## src/rtl/l2_tcdm_bank_arbiter.sv

```systemverilog
// ---------------------------------------------------------------------------
// l2_tcdm_bank_arbiter
//
// Purpose:
//   Shares one single-ported L2 SRAM bank between N_REQ TCDM requesters
//   (AXI-to-TCDM bridge ports, uDMA TCDM channels) using round-robin
//   arbitration, and routes the 1-cycle-latency bank response back to the
//   requester that was granted.
//
// Handshake:
//   A requester raises req_i with stable add/wen/wdata/be and holds them
//   until it sees gnt_o in the same cycle. gnt_o is combinational from req_i
//   and mem_gnt_i. Exactly one cycle after a grant, r_valid_o pulses for that
//   requester (reads and writes alike) and r_rdata_o carries the bank data.
//
// Ports:
//   clk_i, rst_ni          clock, asynchronous active-low reset
//   req_i/add_i/wen_i/
//   wdata_i/be_i           per-requester TCDM request fields (wen: 1 = read)
//   gnt_o                  per-requester grant (one-hot or zero)
//   r_valid_o, r_rdata_o   per-requester response valid, shared read data
//   mem_*_o                request towards the bank (winner's fields)
//   mem_gnt_i, mem_rdata_i bank accept and read data (1 cycle after accept)
//   clr_cnt_i              synchronous clear of the performance counters
//   grant_cnt_o            per-requester saturating grant counters
//   conflict_cnt_o         saturating count of cycles with >= 2 requests
//                          while the bank accepts
//
// Configuration:
//   L2_ARB_PERF_CNT_EN     when defined, the performance counters are built;
//                          otherwise the counter outputs are constant 0 and
//                          clr_cnt_i is ignored.
// ---------------------------------------------------------------------------
module l2_tcdm_bank_arbiter #(
    parameter int N_REQ      = 4,
    parameter int ADDR_WIDTH = 15,
    parameter int DATA_WIDTH = 32,
    parameter int CNT_WIDTH  = 32
) (
    input  logic                                 clk_i,
    input  logic                                 rst_ni,
    input  logic [N_REQ-1:0]                     req_i,
    input  logic [N_REQ-1:0][ADDR_WIDTH-1:0]     add_i,
    input  logic [N_REQ-1:0]                     wen_i,
    input  logic [N_REQ-1:0][DATA_WIDTH-1:0]     wdata_i,
    input  logic [N_REQ-1:0][DATA_WIDTH/8-1:0]   be_i,
    output logic [N_REQ-1:0]                     gnt_o,
    output logic [N_REQ-1:0]                     r_valid_o,
    output logic [DATA_WIDTH-1:0]                r_rdata_o,
    output logic                                 mem_req_o,
    output logic [ADDR_WIDTH-1:0]                mem_add_o,
    output logic                                 mem_wen_o,
    output logic [DATA_WIDTH-1:0]                mem_wdata_o,
    output logic [DATA_WIDTH/8-1:0]              mem_be_o,
    input  logic                                 mem_gnt_i,
    input  logic [DATA_WIDTH-1:0]                mem_rdata_i,
    input  logic                                 clr_cnt_i,
    output logic [N_REQ-1:0][CNT_WIDTH-1:0]      grant_cnt_o,
    output logic [CNT_WIDTH-1:0]                 conflict_cnt_o
);

    localparam int IDX_W = (N_REQ > 1) ? $clog2(N_REQ) : 1;

    logic [IDX_W-1:0] rr_q, rr_d;
    logic             rsp_vld_q, rsp_vld_d;
    logic [IDX_W-1:0] rsp_id_q, rsp_id_d;
    logic [IDX_W-1:0] winner;
    logic             found;
    logic             any_req;
    logic             accept;

    // Requests are ignored while in reset so every output reads 0 then.
    assign any_req = rst_ni & (|req_i);
    assign accept  = any_req & mem_gnt_i;

    // Round-robin pick in two passes: first the lowest requesting index at
    // or above rr_q, otherwise the lowest requesting index overall (which
    // then lies below rr_q, i.e. the wrap-around part of the scan).
    always_comb begin : winner_sel
        winner = '0;
        found  = 1'b0;
        for (int j = 0; j < N_REQ; j++) begin
            if (!found && req_i[j] && (IDX_W'(j) >= rr_q)) begin
                winner = IDX_W'(j);
                found  = 1'b1;
            end
        end
        for (int j = 0; j < N_REQ; j++) begin
            if (!found && req_i[j]) begin
                winner = IDX_W'(j);
                found  = 1'b1;
            end
        end
    end

    // Bank-side request mux and requester-side grant.
    always_comb begin : req_path
        gnt_o       = '0;
        mem_req_o   = any_req;
        mem_add_o   = '0;
        mem_wen_o   = 1'b0;
        mem_wdata_o = '0;
        mem_be_o    = '0;
        if (any_req) begin
            mem_add_o   = add_i[winner];
            mem_wen_o   = wen_i[winner];
            mem_wdata_o = wdata_i[winner];
            mem_be_o    = be_i[winner];
        end
        if (accept) begin
            gnt_o[winner] = 1'b1;
        end
    end

    // Pointer and response bookkeeping.
    always_comb begin : next_state
        rr_d      = rr_q;
        rsp_vld_d = accept;
        rsp_id_d  = rsp_id_q;
        if (accept) begin
            rsp_id_d = winner;
            rr_d     = (winner == IDX_W'(N_REQ - 1)) ? '0 : winner + 1'b1;
        end
    end

    always_ff @(posedge clk_i or negedge rst_ni) begin : state_regs
        if (!rst_ni) begin
            rr_q      <= '0;
            rsp_vld_q <= 1'b0;
            rsp_id_q  <= '0;
        end else begin
            rr_q      <= rr_d;
            rsp_vld_q <= rsp_vld_d;
            rsp_id_q  <= rsp_id_d;
        end
    end

    // Response routing; read data passes straight through from the bank.
    always_comb begin : rsp_path
        r_valid_o = '0;
        if (rsp_vld_q) begin
            r_valid_o[rsp_id_q] = 1'b1;
        end
    end

    assign r_rdata_o = rst_ni ? mem_rdata_i : '0;

`ifdef L2_ARB_PERF_CNT_EN
    logic [N_REQ-1:0][CNT_WIDTH-1:0] grant_cnt_q, grant_cnt_d;
    logic [CNT_WIDTH-1:0]            conflict_cnt_q, conflict_cnt_d;
    logic                            multi_req;

    // x & (x-1) clears the lowest set bit; anything left means >= 2 requests.
    assign multi_req = |(req_i & (req_i - N_REQ'(1)));

    // Clear wins over a same-cycle increment; counters stick at all-ones.
    always_comb begin : cnt_next
        grant_cnt_d    = grant_cnt_q;
        conflict_cnt_d = conflict_cnt_q;
        if (clr_cnt_i) begin
            grant_cnt_d    = '0;
            conflict_cnt_d = '0;
        end else begin
            for (int i = 0; i < N_REQ; i++) begin
                if (gnt_o[i] && (grant_cnt_q[i] != '1)) begin
                    grant_cnt_d[i] = grant_cnt_q[i] + 1'b1;
                end
            end
            if (multi_req && mem_gnt_i && (conflict_cnt_q != '1)) begin
                conflict_cnt_d = conflict_cnt_q + 1'b1;
            end
        end
    end

    always_ff @(posedge clk_i or negedge rst_ni) begin : cnt_regs
        if (!rst_ni) begin
            grant_cnt_q    <= '0;
            conflict_cnt_q <= '0;
        end else begin
            grant_cnt_q    <= grant_cnt_d;
            conflict_cnt_q <= conflict_cnt_d;
        end
    end

    assign grant_cnt_o    = grant_cnt_q;
    assign conflict_cnt_o = conflict_cnt_q;
`else
    logic unused_clr_cnt;

    assign unused_clr_cnt = clr_cnt_i;
    assign grant_cnt_o    = '0;
    assign conflict_cnt_o = '0;
`endif

endmodule
```

## config.mk

```make
export PLATFORM = sky130hd
export DESIGN_NAME = l2_tcdm_bank_arbiter
export DESIGN_NICKNAME = d
export VERILOG_FILES = /design/src/rtl/l2_tcdm_bank_arbiter.sv
export SDC_FILE = /design/constraint.sdc
export NUM_CORES = 1
export LEC_CHECK = 0
export CAP_MARGIN = 20
export CORE_AREA = 2 2 197 199
export CTS_BUF_LIST = sky130_fd_sc_hd__clkbuf_8
export CTS_CLUSTER_SIZE = 30
export DETAILED_ROUTE_END_ITERATION = 7
export DIE_AREA = 0 0 199 201
export PLACE_DENSITY = 0.46
export SYNTH_ARGS = -nofsm -noshare
export SYNTH_HDL_FRONTEND = slang
export SYNTH_SLANG_ARGS = --single-unit
export TNS_END_PERCENT = 1
```

## constraint.sdc

```tcl
create_clock -name clk_i -period 5.6 [get_ports clk_i]
set_clock_uncertainty 0.2 [all_clocks]
set_input_delay 0.56 -clock clk_i [delete_from_list [all_inputs] [get_ports clk_i]]
set_output_delay 0.56 -clock clk_i [all_outputs]
set_load 0.01 [all_outputs]
```

==> results.toml, run 1 <==
[logic_synthesis]
synth_area_leaders = "buf_4, mux2i_1, o22ai_1, and2_1, dfrtp_1"
synth_mux_area_share_pct = 31.5
synth.distinct_cells = 28
async_flop_share_pct = 100
ys_seq_area_share_pct = 3.71
synth_area_um2 = 3370
ys_seq_elements = 5
yosys_warnings = 0
synth_xor_area_share_pct = 0
yosysTopAreaCell = "buf_4"
avgSynthCellArea_um2 = 8.06
synth_top_area_share_pct = 37.0
synth_compound_area_share_pct = 11.3
synth_top_family_by_area = "buffers and inverters"
synth-main-ff-cell = "dfrtp_1"
synth_simple_gate_area_share_pct = 9.62
synth_fa_ha_area_share_pct = 1.49
synth_edf_count = 0
synthCells = 418

[worst_setup_path]
endpoint_kind = "output pin"
regToRegSetupSlack_ps = 3360
path_class = "primary input to output pin"
reg2reg_from = "rr_q[1]"
r2r_cells = 6
crit_arrival_ps = 3380
worstSetupStartpointType = "primary input"
crit_chain = "clkdlybuf4s50_1 -> buf_4 -> o41a_1 -> nand2_2 -> buf_4 -> o22ai_1 -> clkdlybuf4s50_1"
cp-startpoint = "rst_ni"
critPathMaxStageDelay_ps = 580
crit_required_ps = 4840
cp_slowest_cell = "clkdlybuf4s50_1"
r2r_end = "rr_q[1]"
critPathMaxFanout = 38

[min_path]
hold_path_depth = 2
hp-class = "flip-flop to flip-flop"
hold_path_end = "rsp_id_q[0]"
hold_start = "rsp_id_q[0]"

[sta]
worst_pin_slew_ps = 813
worst_slack_ps = 1460
period_share_pct = 73.9
rsz0062_at_grt = "false"
slew_headroom_pct = 45.6
hold_viol = 0
finalSetupViolations = 0
fin_setup_tns_ps = 0
drv_slew = 0
period_minus_slack_ps = 4140
timing.fmax_ghz = 0.242

[clock_network]
cts_hold_buf = 0
cts.clk_slew.worst_paths_ps = 40
cts_root_buf = "clkbuf_8"
cts_max_level = 1
postCtsResizedCells = 0
post_cts_buffers = 0
clock_latency_ps = 220
cts_buffers = 3
clock_path_buffers = 2
clock_sinks = 5
cts_tree = "built"

[global_route]
grt_pass1_wl_mm = 19.6
grt_pass1_vias = 3243
grt_max_degree = 76
antenna_found_initial = 1
grt_use_total_pct = 6.44
overflow = 0

[layout]
fin_nets = 995
final_layout_size_suffix_gt1_share_pct = 2.43
syn2layout_area_growth_pct = 100
regArea_um2 = 125
fillers = 4299
multiInputGateArea_um2 = 2440

[job]
cap_violations = 0

[route]
drc = 0
ant_nets = 0
vias = 3705
drt-initial-drc-count = 101
routed_via_density = 2.94
wl_per_cell_um = 12.0
drtPass1Iterations = 4
wl_mm = 15.1

[power_and_ir_drop]
swShare_pct = 43.3
p_sw_uw = 516
ir_drop_mv = 0.150
p_int_uw = 675
combPwrFrac_pct = 89.4
power.leakage_nw = 2.84
p_clk_share_pct = 5.5
power.density_nw_per_um2 = 177
p_seq_share_pct = 5.1
total_power_mw = 1.19

[floorplanning]
ios = 501
dieArea_um2 = 40000
start_util_pct = 8.84
die_h_um = 201
die_w_um = 199
rows = 72
core_um2 = 38100

[placed_design]
place_congestion = 0.719
hpwl_mm = 12.8
port_buffers = 339
dp_slack_ps = 1330

[run_status]
status = "finished clean"
[registers in the layout, indices dropped and copies added, names as in the netlist]
name       count
rr_q           2
rsp_id_q       2
rsp_vld_q      1
[kinds of logic after synthesis]
kind of cell | Yosys count
buffers and inverters | 190
AND/OR/NAND/NOR | 52
flip-flops | 5
other | 1
multiplexers | 106
adder cells (fa/ha/maj) | 4
AO/OA/AOI/OAI | 60
[layer usage]
metal	GRT usage (%)	share of wire [%]	routed length (um)	vias up
met5	0	0	0	-
met4	0.560	0.26	40	0
met3	1.21	9.2	1380	2
met2	12.4	51	7690	233
li1	-	-	-	1793
met1	7.58	40	5990	1677
[critical path: cells and delay by family]
family	cells	cell delay, ps
AND/OR/NAND/NOR	1	530
AO/OA/AOI/OAI	2	520
buffers and inverters	4	1750
[cells in the mapped netlist, types with 4 or more instances]
library cell,instances
a21oi_1,4
and2_1,33
and3_1,5
buf_2,8
buf_4,166
buf_8,4
clkbuf_4,4
dfrtp_1,5
ha_1,4
mux2i_1,105
nand2_1,5
o22ai_1,51
[how the worst max path moves through the flow]
stage / to / slack (ps) / cells after the start
6_report: mem_wdata_o[17] / 1460 / 7
2_1_floorplan: gnt_o[1] / 3150 / 8
5_1_grt: mem_wdata_o[0] / 1200 / 7
3_5_place_dp: mem_wdata_o[0] / 1330 / 7
4_1_cts: mem_wdata_o[0] / 1320 / 7
3_3_place_gp: mem_wdata_o[0] / 1350 / 7
[stage by stage]
stage / instances / util [%] / hold slack (ps) / area [um^2]
floorplan: 577 / - / 64.4 / 3970
global placement: 1256 / 17.6 / 335 / 6700
detailed placement: 1256 / 17.6 / 343 / 6700
CTS: 1260 / 17.7 / 355 / 6750
global route: 1260 / 17.7 / 423 / 6750
finish: 1261 / 17.7 / 349 / 6750
[layout make-up]
| class | count | area share [%] |
|---|---|---|
| Clock inverter | 1 | 0.0556 |
| Antenna cell | 1 | 0.0371 |
| Clock buffer | 3 | 0.612 |
| Timing Repair Buffer | 347 | 51.5 |
| Inverter | 4 | 0.222 |
| Sequential cell | 5 | 1.85 |
| Multi-Input combinational cell | 382 | 36.1 |
| Tap cell | 518 | 9.60 |
[power groups by stage]
stage	Sequential, mW	Clock (mW)	Combinational, mW
2_1_floorplan	0.0557	0	0.688
3_3_place_gp	0.0603	0	1.07
3_5_place_dp	0.0606	0	1.08
4_1_cts	0.0605	0.0680	1.08
5_1_grt	0.0625	0.0718	1.14
6_report	0.0603	0.0661	1.07
[cell usage in the layout (no fill, tap or decap), types with 2 or more instances in the layout]
master           instances
a21oi_1                  4
and2_1                  33
and3_1                   5
buf_12                   2
buf_4                    6
clkbuf_8                 3
clkdlybuf4s50_1        339
conb_1                 160
dfrtp_1                  5
ha_1                     4
inv_1                    4
mux2i_1                105
nand2_1                  5
nand2_2                  2
nor2_1                   2
nor3b_1                  2
o21ai_0                  2
o22ai_1                 51
Power figures use the tool's default switching activity.
==> inputs of run 2 (changes only) <==
- CORE_AREA: 2 2 197 199 -> 2 2 194 196
- DIE_AREA: 0 0 199 201 -> 0 0 196 198
- PLACE_DENSITY: 0.46 -> 0.47
- clock period: 5.6 -> 4.2 ns (I/O delays scaled with it)
==> run 2 against run 1 <==
Compared with the run above:
- global-route usage hardly changed
- largest cell class unchanged
- highest routed layer unchanged
- utilization grew 0.38 points
- first-iteration DRC count is 40% lower
- sequential power grew 36%
- worst setup slack got worse by 700 ps
- non-clock buffer count shrank 1
- via count up 0.19%
- flip-flop and latch count unchanged
- sequential share of layout area is essentially flat
- combinational power up 32%
- critical path type unchanged
- clock power is 30% higher
==> results.toml, run 2 (synthesized netlist as in run 1, its figures left out) <==
[worst_setup_path]
crit_required_ps = 3580
worstSetupStartpointType = "primary input"
r2r_end = "rr_q[1]"
crit_arrival_ps = 2810
path_class = "primary input to output pin"
critPathMaxFanout = 56
regToRegSetupSlack_ps = 2100
r2r_cells = 6
reg2reg_from = "rr_q[0]"
endpoint_kind = "output pin"

[layout]
syn2layout_area_growth_pct = 98.4
postLayoutCellArea_um2 = 6690
final_cell_count_no_fill = 1215
antenna_cells = 0
final_cell_mix = "clkdlybuf4s50_1, conb_1, mux2i_1"
final_layout_size_suffix_gt1_share_pct = 2.29
post-route-util_pct = 18.1
reg_top3 = "rr_q x2, rsp_id_q x2, rsp_vld_q x1"
fin_nets = 994
final_common_cell = "clkdlybuf4s50_1"

[route]
ant_nets = 0
wl_per_cell_um = 12.0
wl_mm = 14.6
drtPass1Iterations = 4
drc = 0
vias = 3712
routed_via_density = 3.06
drt-initial-drc-count = 61

[clock_network]
cts_root_buf = "clkbuf_8"
cts_max_level = 1
cts.clk_slew.worst_paths_ps = 40
postCtsResizedCells = 0
cts_hold_buf = 0
cts_buffers = 3
clock_latency_ps = 220
clock_sinks = 5
clock_path_buffers = 2
cts_tree = "built"
post_cts_buffers = 0

[sta]
period_share_pct = 81.8
fin_setup_tns_ps = 0
timing.fmax_ghz = 0.291
period_minus_slack_ps = 3430
finalSetupViolations = 0
rsz0062_at_grt = "false"
hold_viol = 0
drv_slew = 0

[floorplanning]
start_util_pct = 9.12
core_um2 = 37000
die_h_um = 198
die_w_um = 196
ios = 501
dieArea_um2 = 38800
rows = 71

[run_status]
status = "finished clean"

[min_path]
hp-class = "flip-flop to flip-flop"
hold_path_end = "rsp_id_q[1]"
hold_path_depth = 2
hold_start = "rsp_id_q[1]"

[power_and_ir_drop]
swShare_pct = 43.0
total_power_mw = 1.57
p_sw_uw = 676
p_clk_share_pct = 5.4
power.density_nw_per_um2 = 235
ir_drop_mv = 0.187
combPwrFrac_pct = 89.3
p_seq_share_pct = 5.2
p_int_uw = 896
power.leakage_nw = 2.83

[global_route]
grt_pass1_vias = 3332
grt_use_total_pct = 6.46
grt_max_degree = 57
antenna_found_initial = 0
overflow = 0
grt_pass1_wl_mm = 19.5

[job]
cap_violations = 0

[placed_design]
place_area_um2 = 6640
place_inst = 1211
hpwl_mm = 12.4
place_congestion = 0.744
port_buffers = 339
==> run 2: cell count changes in the layout (fill, tap and decap cells not counted) <==
cell     delta
buf_4       -1
diode_2     -1
==> run 2: how the worst max path moves through the flow <==
stage | startpoint | endpoint | slack [ps] | depth (start not counted)
after floorplan | req_i[1] | gnt_o[1] | 2030 | 8
after global placement | req_i[1] | mem_be_o[3] | 740 | 7
after detailed placement | req_i[1] | mem_be_o[3] | 760 | 7
after CTS | req_i[1] | mem_be_o[3] | 750 | 7
after global routing | req_i[1] | mem_wdata_o[20] | 640 | 8
final | req_i[1] | mem_be_o[3] | 770 | 7
==> run 2: layout make-up <==
cell class	instances	area [um^2]
inverters	4	15.0
clock inverters	1	3.75
clock buffers	3	41.3
well taps	474	593
flip-flops and latches	5	125
multi-input cells	382	2440
fillers	4164	30300
repair buffers	346	3470
==> run 2: power groups by stage <==
stage | Combinational, mW | Clock, mW | Sequential, mW
final | 1.41 | 0.0856 | 0.0819
after global routing | 1.51 | 0.0940 | 0.0854
after CTS | 1.43 | 0.0894 | 0.0823
after detailed placement | 1.42 | 0 | 0.0826
after global placement | 1.42 | 0 | 0.0817
after floorplan | 0.918 | 0 | 0.0743
==> run 2: worst max-delay path: stages <==
cell and delay [ps]:
clkdlybuf4s50_1 480, a21oi_1 260, a2bb2oi_4 220, buf_12 330, mux2i_1 390, o22ai_1 130, clkdlybuf4s50_1 500
==> run 2: routing by layer <==
metal | up-vias | part of all wire, % | global-route usage (%)
li1 | 1787 | - | -
met2 | 255 | 52 | 12.4
met1 | 1668 | 39 | 7.58
met4 | 0 | 0.18 | 0.673
met3 | 2 | 9.2 | 1.28
met5 | - | 0 | 0
==> run 2: metrics by stage <==
stage	hold WS, ps	worst slack, ps
6_report	348	766
4_1_cts	355	749
2_1_floorplan	-75.6	2030
5_1_grt	406	645
3_3_place_gp	338	740
3_5_place_dp	345	763
==> inputs of run 3 (changes only) <==
- CORE_AREA: 2 2 194 196 -> 2 2 196 198
- DIE_AREA: 0 0 196 198 -> 0 0 198 200
- PLACE_DENSITY: 0.47 -> 0.48
- clock period: 4.2 -> 2.95 ns (I/O delays scaled with it)
==> run 3 against run 2 <==
Compared with the run above:
- combinational power up 61%
- design area up 7.4%
- register-to-register slack worse by 1100 ps
- worst setup slack worse by 720 ps
- utilization up 1.1 points
- global-route usage up 0.34 points
- largest cell class unchanged
- sequential share of layout area down 0.11 points
- final cell count up 6.6%
- non-clock buffer count up 43
- first-iteration DRC count down 44%
- count of clock-buffer cells in the layout unchanged
- wire length up 10%
==> results.toml, run 3 (synthesized netlist as in run 1, its figures left out) <==
[sta]
holdWs_ps = 288
worst_slack_ps = 41.0
period_share_pct = 98.6
hold_viol = 0
drv_slew = 0
period_minus_slack_ps = 2910
timing.fmax_ghz = 0.344
rsz0062_at_grt = "true"
finalSetupViolations = 0

[power_and_ir_drop]
power.leakage_nw = 3.34
power.density_nw_per_um2 = 349
ir_drop_mv = 0.190

[floorplanning]
dieArea_um2 = 39600
die_h_um = 200
ios = 501
start_util_pct = 9.01
die_w_um = 198
core_um2 = 37400
rows = 71

[worst_setup_path]
path_common_cell = "clkdlybuf4s50_1"
crit_required_ps = 2460
critPathMaxStageDelay_ps = 520
path_class = "primary input to output pin"
critPathBufInv = 3
r2r_cells = 6
crit_chain = "clkdlybuf4s50_1 -> a21oi_1 -> a2bb2oi_4 -> buf_12 -> mux2i_1 -> o22ai_1 -> clkdlybuf4s50_1"
endpoint_kind = "output pin"
critPathMaxFanout = 28
crit_arrival_ps = 2410
cp.depth = 7
critPathTopFamily = "buffers and inverters"
worstSetupStartpointType = "primary input"
cp_slowest_cell = "clkdlybuf4s50_1"

[clock_network]
cts_tree = "built"
cts_max_level = 1
cts_hold_buf = 0
clock_latency_ps = 220
cts_root_buf = "clkbuf_8"
cts_buffers = 3
cts.clk_slew.worst_paths_ps = 40
clock_path_buffers = 2
clock_sinks = 5

[layout]
fin_nets = 1037
fillers = 4186
antenna_cells = 0
final_layout_size_suffix_gt1_share_pct = 8.93
final_cell_mix = "clkdlybuf4s50_1, conb_1, mux2i_1"
postLayoutCellArea_um2 = 7180
reg_top3 = "rr_q x2, rsp_id_q x2, rsp_vld_q x1"
post-route-util_pct = 19.2
final_common_cell = "clkdlybuf4s50_1"
syn2layout_area_growth_pct = 113

[placed_design]
place_congestion = 0.708
place_area_um2 = 7070
port_buffers = 339
hpwl_mm = 14.0
dp_slack_ps = -145

[run_status]
status = "finished clean"

[route]
wl_mm = 16.1
drc = 0
vias = 3867
routed_via_density = 2.99
wl_per_cell_um = 12.4
drtPass1Iterations = 4
drt-initial-drc-count = 34
ant_nets = 0

[global_route]
antenna_found_initial = 0
grt_pass1_wl_mm = 20.5
grt_use_total_pct = 6.80
grt_max_degree = 38
overflow = 0
grt_pass1_vias = 3476

[job]
cap_violations = 0

[min_path]
hp-class = "primary input to asynchronous set/reset pin"
## run 3: cell count changes in the layout (fill, tap and decap cells not counted), moves of 2 or more
cell             before  now
mux2i_2               0    6
buf_12                2    7
mux2i_1             105   99
a21oi_1               4    2
buf_4                 5   34
clkdlybuf4s50_1     339  296
dlygate4sd2_1         0   29
buf_6                 0    9
a21oi_2               0    2
dlymetal6s2s_1        0   13
## run 3: final timing paths
check,from,endpoint,slack (ps)
worst min-delay path,rst_ni,rr_q[0],290
worst max-delay path,req_i[3],mem_add_o[0],40
max in group asynchronous,rst_ni,rr_q[1],2010
worst min register to register,rsp_id_q[0],rsp_id_q[0],360
min in group clk_i,rsp_id_q[0],rsp_id_q[0],360
worst max register to register,rr_q[1],rr_q[1],1050
## run 3: layout make-up
type                       count  area (um^2)  share of cell area, %
timing repair buffer         389         3890                   54.2
tap                          511          639                   8.90
inverter                       4         15.0                  0.209
clock inverter                 1         3.75                 0.0523
sequential                     5          126                   1.76
multi-input combinational    382         2470                   34.3
clock buffer                   3         41.3                  0.575
## run 3: stage by stage
stage               setup TNS [ps]  power, mW  instances
finish                           0       2.51       1295
global route                 -29.6       2.69       1295
CTS                           -139       2.54       1295
detailed placement           -3490       2.43       1291
global placement             -3110       2.43       1291
floorplan                        0       1.41        577
## run 3: worst register-to-register path, stage by stage, from the launching register on
cell       delay, ps
dfrtp_2          440
nand2_1          110
nand3b_1         120
a2bb2oi_4        210
buf_6            200
ha_1             250
mux2_2           260
## run 3: repair_timing
action                                  4_1_cts  5_1_grt
pin swaps                                     1        0
endpoints found under the setup margin       51       26
setup buffers                                 0        0
gates resized for setup                      40       23
## run 3: metal layers
metal  up-vias  wire length [um]  part of all wire (%)  global-route usage (%)
li1       1879                 -                     -                       -
met1      1742              6420                    40                    8.32
met2       244              8440                    52                    13.1
met3         2              1210                   7.5                   0.840
met4         0                36                  0.22                   0.557
met5         -                 0                     0                       0
## run 3: report_power, final
group	switching, mW	total [mW]	leakage [nW]	internal, mW
logic	0.990	2.27	3.25	1.28
clock network	0.0333	0.122	0.0269	0.0892
registers	0.0267	0.117	0.0594	0.0898
total	1.05	2.51	3.34	1.46
